**config.mk**
```make
export PLATFORM = sky130hd
export DESIGN_NAME = led_sequencer_ctrl
export DESIGN_NICKNAME = d
export VERILOG_FILES = /design/src/rtl/led_sequencer_ctrl.sv
export SDC_FILE = /design/constraint.sdc
export NUM_CORES = 1
export LEC_CHECK = 0
export ABC_AREA = 1
export CORE_ASPECT_RATIO = 0.8
export CORE_UTILIZATION = 50
export CTS_CLUSTER_SIZE = 12
export DETAILED_ROUTE_END_ITERATION = 8
export PLACE_DENSITY = 0.75
export SLEW_MARGIN = 20
export SYNTH_ARGS = -nofsm -noshare
export SYNTH_HDL_FRONTEND = slang
export SYNTH_SLANG_ARGS = --single-unit
export TNS_END_PERCENT = 10
```
**constraint.sdc**
```tcl
create_clock -name clock -period 2 [get_ports clock]
set_input_delay 0.3 -clock clock [delete_from_list [all_inputs] [get_ports clock]]
set_output_delay 0.3 -clock clock [all_outputs]
set_load 0.02 [all_outputs]
```
**src/rtl/led_sequencer_ctrl.sv**
```systemverilog
// led_sequencer_ctrl: command-driven 8-LED rotator with its own
// prescaled step timebase, counted or infinite runs, and completion pulse.
module led_sequencer_ctrl #(
    parameter int TICK_DIV = 100000000
) (
    input  logic       clock,
    input  logic       reset,
    input  logic       cmd_valid,
    output logic       cmd_ready,
    input  logic [1:0] cmd_op,
    input  logic [7:0] cmd_data,
    output logic [7:0] led,
    output logic       busy,
    output logic       step,
    output logic       done
);

    localparam int PW = (TICK_DIV > 2) ? $clog2(TICK_DIV) : 1;
    localparam logic [PW-1:0] PMAX = PW'(TICK_DIV - 1);

    localparam logic [1:0] OP_LOAD = 2'd0;
    localparam logic [1:0] OP_RUN  = 2'd1;
    localparam logic [1:0] OP_STOP = 2'd2;
    localparam logic [1:0] OP_RATE = 2'd3;

    typedef enum logic [1:0] {
        S_IDLE,
        S_RUN,
        S_DONE
    } state_t;

    state_t        state_q, state_d;
    logic [7:0]    led_q, led_d;
    logic          dir_q, dir_d;
    logic [6:0]    rem_q, rem_d;
    logic [1:0]    rate_q, rate_d;
    logic [PW-1:0] presc_q, presc_d;
    logic [1:0]    tick_q, tick_d;
    logic          busy_q, busy_d;
    logic          step_q, step_d;
    logic          done_q, done_d;

    logic accept;
    logic base_tick;
    logic hold_step;

    assign cmd_ready = (state_q != S_DONE);
    assign accept    = cmd_valid & cmd_ready;
    assign base_tick = (state_q == S_RUN) && (presc_q == PMAX);
    // Any command except a rate change pre-empts a coinciding step.
    assign hold_step = accept && (cmd_op != OP_RATE);

    assign led  = led_q;
    assign busy = busy_q;
    assign step = step_q;
    assign done = done_q;

    // Next-state: timebase and step first, then an accepted command overrides.
    always_comb begin
        state_d = state_q;
        led_d   = led_q;
        dir_d   = dir_q;
        rem_d   = rem_q;
        rate_d  = rate_q;
        presc_d = presc_q;
        tick_d  = tick_q;
        step_d  = 1'b0;
        done_d  = 1'b0;

        unique case (state_q)
            S_RUN: begin
                presc_d = base_tick ? '0 : presc_q + 1'b1;
                if (base_tick) begin
                    if (tick_q == rate_q) begin
                        tick_d = '0;
                        if (!hold_step) begin
                            step_d = 1'b1;
                            led_d  = dir_q ? {led_q[6:0], led_q[7]}
                                           : {led_q[0], led_q[7:1]};
                            if (rem_q != 7'd0) begin
                                rem_d = rem_q - 7'd1;
                                if (rem_q == 7'd1) begin
                                    state_d = S_DONE;
                                    done_d  = 1'b1;
                                end
                            end
                        end
                    end else if (tick_q > rate_q) begin
                        // Rate was lowered below the count: resync silently.
                        tick_d = '0;
                    end else begin
                        tick_d = tick_q + 2'd1;
                    end
                end
            end
            S_DONE: begin
                state_d = S_IDLE;
                presc_d = '0;
                tick_d  = '0;
            end
            default: begin
                presc_d = '0;
            end
        endcase

        if (accept) begin
            unique case (cmd_op)
                OP_LOAD: begin
                    led_d = cmd_data;
                    if (state_q == S_RUN) begin
                        presc_d = '0;
                        tick_d  = '0;
                    end
                end
                OP_RUN: begin
                    dir_d   = cmd_data[7];
                    rem_d   = cmd_data[6:0];
                    state_d = S_RUN;
                    presc_d = '0;
                    tick_d  = '0;
                end
                OP_STOP: begin
                    state_d = S_IDLE;
                    presc_d = '0;
                    tick_d  = '0;
                end
                OP_RATE: begin
                    rate_d = cmd_data[1:0];
                end
                default: begin
                end
            endcase
        end
    end

    assign busy_d = (state_d == S_RUN);

    // State and output registers, cleared asynchronously.
    always_ff @(posedge clock or negedge reset) begin
        if (!reset) begin
            state_q <= S_IDLE;
            led_q   <= 8'h01;
            dir_q   <= 1'b0;
            rem_q   <= '0;
            rate_q  <= '0;
            presc_q <= '0;
            tick_q  <= '0;
            busy_q  <= 1'b0;
            step_q  <= 1'b0;
            done_q  <= 1'b0;
        end else begin
            state_q <= state_d;
            led_q   <= led_d;
            dir_q   <= dir_d;
            rem_q   <= rem_d;
            rate_q  <= rate_d;
            presc_q <= presc_d;
            tick_q  <= tick_d;
            busy_q  <= busy_d;
            step_q  <= step_d;
            done_q  <= done_d;
        end
    end

endmodule

```
==> results of run 1 <==
logic make-up after synthesis:
kind of cell	Yosys count
compound gates	53
xor+xnor	10
fa+ha+maj	10
buf+inv	95
flops	52
mux	2
simple gates	264
path summary, 6_finish.rpt:
| kind | start | endpoint | depth (start not counted) |
|---|---|---|---|
| worst max-delay path | state_q[0] | cmd_ready | 4 |
| worst max register to register | state_q[0] | rem_q[2] | 8 |
| worst min-delay path | presc_q[0] | presc_q[0] | 1 |
| max in group asynchronous | reset | led[0] | 3 |
| worst min register to register | presc_q[0] | presc_q[0] | 1 |
| min in group asynchronous | reset | rem_q[5] | 2 |
critical path, stage by stage, from the launching register on:
cell and delay (ps):
dfrtp_1 360, inv_1 60, ha_1 220, inv_1 60, clkdlybuf4s50_1 590
state kept, by name, summed over array words and instances (netlist names):
name / cells
tick_q: 2
rem_q: 7
led: 8
done: 1
state_q: 2
dir_q: 1
presc_q: 27
busy: 1
rate_q: 2
step: 1
cell usage in the layout, fill, tap and decap left out, types with 2 or more instances in the layout:
master             n
nand3_2            4
dfrtp_1           51
clkdlybuf4s50_1   23
nor3_1            12
buf_12             2
clkbuf_8           5
xnor2_1            3
inv_1             86
nor2_1            55
o21ai_0           26
nor3_2             2
nand3_1           35
o21a_1             2
a21oi_1           14
buf_4             14
o21ai_1            8
nand2_1          119
nand3b_1           2
or2_2              2
nor2_4             6
nand2_2            4
nor2_2             2
nor3b_1            6
xor2_1             7
nand4_1            9
ha_1              10
mux2_2             2
layout make-up:
class                   count  share of cell area [%]
flip-flops and latches     52                   32.85
repair buffers             41                   9.845
clock inverters             2                  0.4102
well taps                  84                   2.651
inverters                  87                   8.236
multi-input cells         339                   44.18
clock buffers               6                   1.830
cell usage after synthesis, drive strengths merged, types with 2 or more instances:
cell	number	area (µm²)
o21ai	34	170.2
nand2	124	480.5
mux2	2	22.52
o21a	2	15.01
nand3b	2	15.01
a21oi	14	70.07
or2	2	12.51
nand4	10	68.81
xnor2	3	26.28
xor2	7	61.31
nor2	63	281.5
nor3	15	96.35
nor3b	6	45.04
dfrtp	51	1276
clkbuf	2	7.510
nand3	39	205.2
inv	87	326.6
ha	10	125.1
buf	6	38.79
routing by layer:
| metal | global-route usage (%) | vias up |
|---|---|---|
| li1 | - | 1610 |
| met1 | 35.26 | 1445 |
| met2 | 35.91 | 76 |
| met3 | 3.693 | 5 |
| met4 | 4.444 | 0 |
| met5 | 0 | - |
metrics by stage:
step / TNS (ps) / hold WS (ps) / cells / setup slack [ps] / util, %
6_report: 0 / 481.6 / 611 / 98.64 / 61.25
5_1_grt: -5.705 / 507.7 / 611 / -5.465 / 61.25
4_1_cts: 0 / 483.4 / 611 / 81.54 / 60.98
3_5_place_dp: -328.8 / 300.6 / 602 / -98.58 / 59.45
3_3_place_gp: 0 / 285.7 / 602 / 12.64 / 59.45
2_1_floorplan: 0 / 4.409 / 486 / 355.1 / -
timing repair:
action,4_1_cts,5_1_grt
gates resized for setup,0,4
hold endpoints to repair,18,0
hold buffers,1,0
endpoints found under the setup margin,0,7
power by group through the flow:
| stage | registers [mW] | clock network, mW | logic [mW] |
|---|---|---|---|
| detailed placement | 1.21 | 0 | 0.545 |
| finish | 1.19 | 0.627 | 0.553 |
| global route | 1.21 | 0.679 | 0.633 |
| floorplan | 1.23 | 0 | 0.320 |
| global placement | 1.21 | 0 | 0.533 |
| CTS | 1.19 | 0.640 | 0.549 |
==> flow_summary.json, run 1 <==
{
  "top_layer": "met4",
  "remaining_drc_errors": 0,
  "total_power_mw": 2.375,
  "synthFlopType": "dfrtp_1",
  "critPathMaxFanout": 2,
  "slew_violations": 0,
  "p_sw_share_pct": 32.46,
  "synth_fa_ha_area_share_pct": 3.670,
  "seq_area_frac_synth_pct": 38.20,
  "cts_buffers": 5,
  "async_reset_ff_share_pct": 100.0,
  "core-area_um2": 6474,
  "syn-num-nets": 509,
  "cts_setup_buffers": 0,
  "internal-power_mw": 1.604,
  "crit_arrival_ps": 1600,
  "regArea_um2": 1303,
  "synth_compound_area_share_pct": 8.073,
  "portBuffers": 24,
  "p_per_area_nw_per_um2": 598.9,
  "period_share_pct": 95.07,
  "dieHeight_um": 75.86,
  "drv_cap": 0,
  "synth-simple-area-share_pct": 35.89,
  "cts_tree": "built",
  "io_pins": 25,
  "ys_types": 38,
  "dp_hpwl_um": 5941,
  "yosysWarnings": 0,
  "die_x_um": 94.33,
  "crit_path_end_kind": "primary output",
  "critical_path_class": "reg2out",
  "outcome": "finished clean",
  "syn_inst": 486,
  "firstDrtPassIters": 4,
  "max_clock_freq_ghz": 0.5259,
  "clock_sinks": 52,
  "setup_violations": 0,
  "initial_core_util_pct": 52.67,
  "die-area_um2": 7155,
  "crit_required_ps": 1700,
  "cts_buffer_depth": 2,
  "rsz0062_at_grt": "true",
  "placed_cell_area_um2": 3849,
  "dr_wl_met2_um": 3301,
  "cts_max_level": 2,
  "leakage_nw": 1.895,
  "worst_pin_slew_ps": 499.7,
  "final_hold_viol_count": 0,
  "synth.area.mux_share_pct": 0.6606,
  "synth_edf_count": 0,
  "synthToLayoutAreaGrowth_pct": 16.29,
  "avgSynthCellArea_um2": 7.015,
  "met1_length_um": 4034,
  "antenna_cells": 0,
  "startpoint_type": "register",
  "maxSlewHeadroom_pct": 66.69,
  "grt_pass1_wl_um": 12870,
  "antenna_found_initial": 0,
  "synthesis.area_um2": 3410,
  "p_comb_share_pct": 23.3,
  "seq_power_share_pct": 50.3,
  "rows": 26,
  "grt_pass1_vias": 2795,
  "multiInputGateArea_um2": 1752,
  "synth_top_family_by_area": "simple AND/OR/NAND/NOR gates",
  "finalNetCount": 549,
  "wl_per_cell_um": 12.72,
  "via_count": 3136,
  "track_usage_pct": 23.45,
  "fin_crit_ps": 1901,
  "min-delay-path-class": "reg2reg",
  "fin_area_um2": 3965,
  "fill_cells": 576,
  "yosys_register_bits": 52,
  "peakVddDrop_v": 0.0003122,
  "clock_latency_ps": 310,
  "grt_start_max_net_pins": 35,
  "p_sw_uw": 770.8,
  "gp_congestion": 0.8449,
  "regToRegSetupSlack_ps": 140,
  "wl_met3_um": 396,
  "wl_um": 7772,
  "clkSlewWorstSetupHoldPaths_ps": 100,
  "grt.overflow.total": 0,
  "clkPwrFrac_pct": 26.4,
  "synth_xor_xnor_area_share_pct": 2.569,
  "drtIter0Drc": 337,
  "drive_gt1_share_pct": 9.677,
  "ant_nets": 0,
  "skew_ps": 14.32,
  "ctsRootBufferMaster": "clkbuf_8",
  "vias_per_cell": 5.133
}
Power figures use the tool's default switching activity.
==> run 2: changes to the inputs <==
- GPL_ROUTABILITY_DRIVEN: unset -> 0
==> results of run 2 <==
The final DEF is identical to that of run 1; final timing and power are the same.
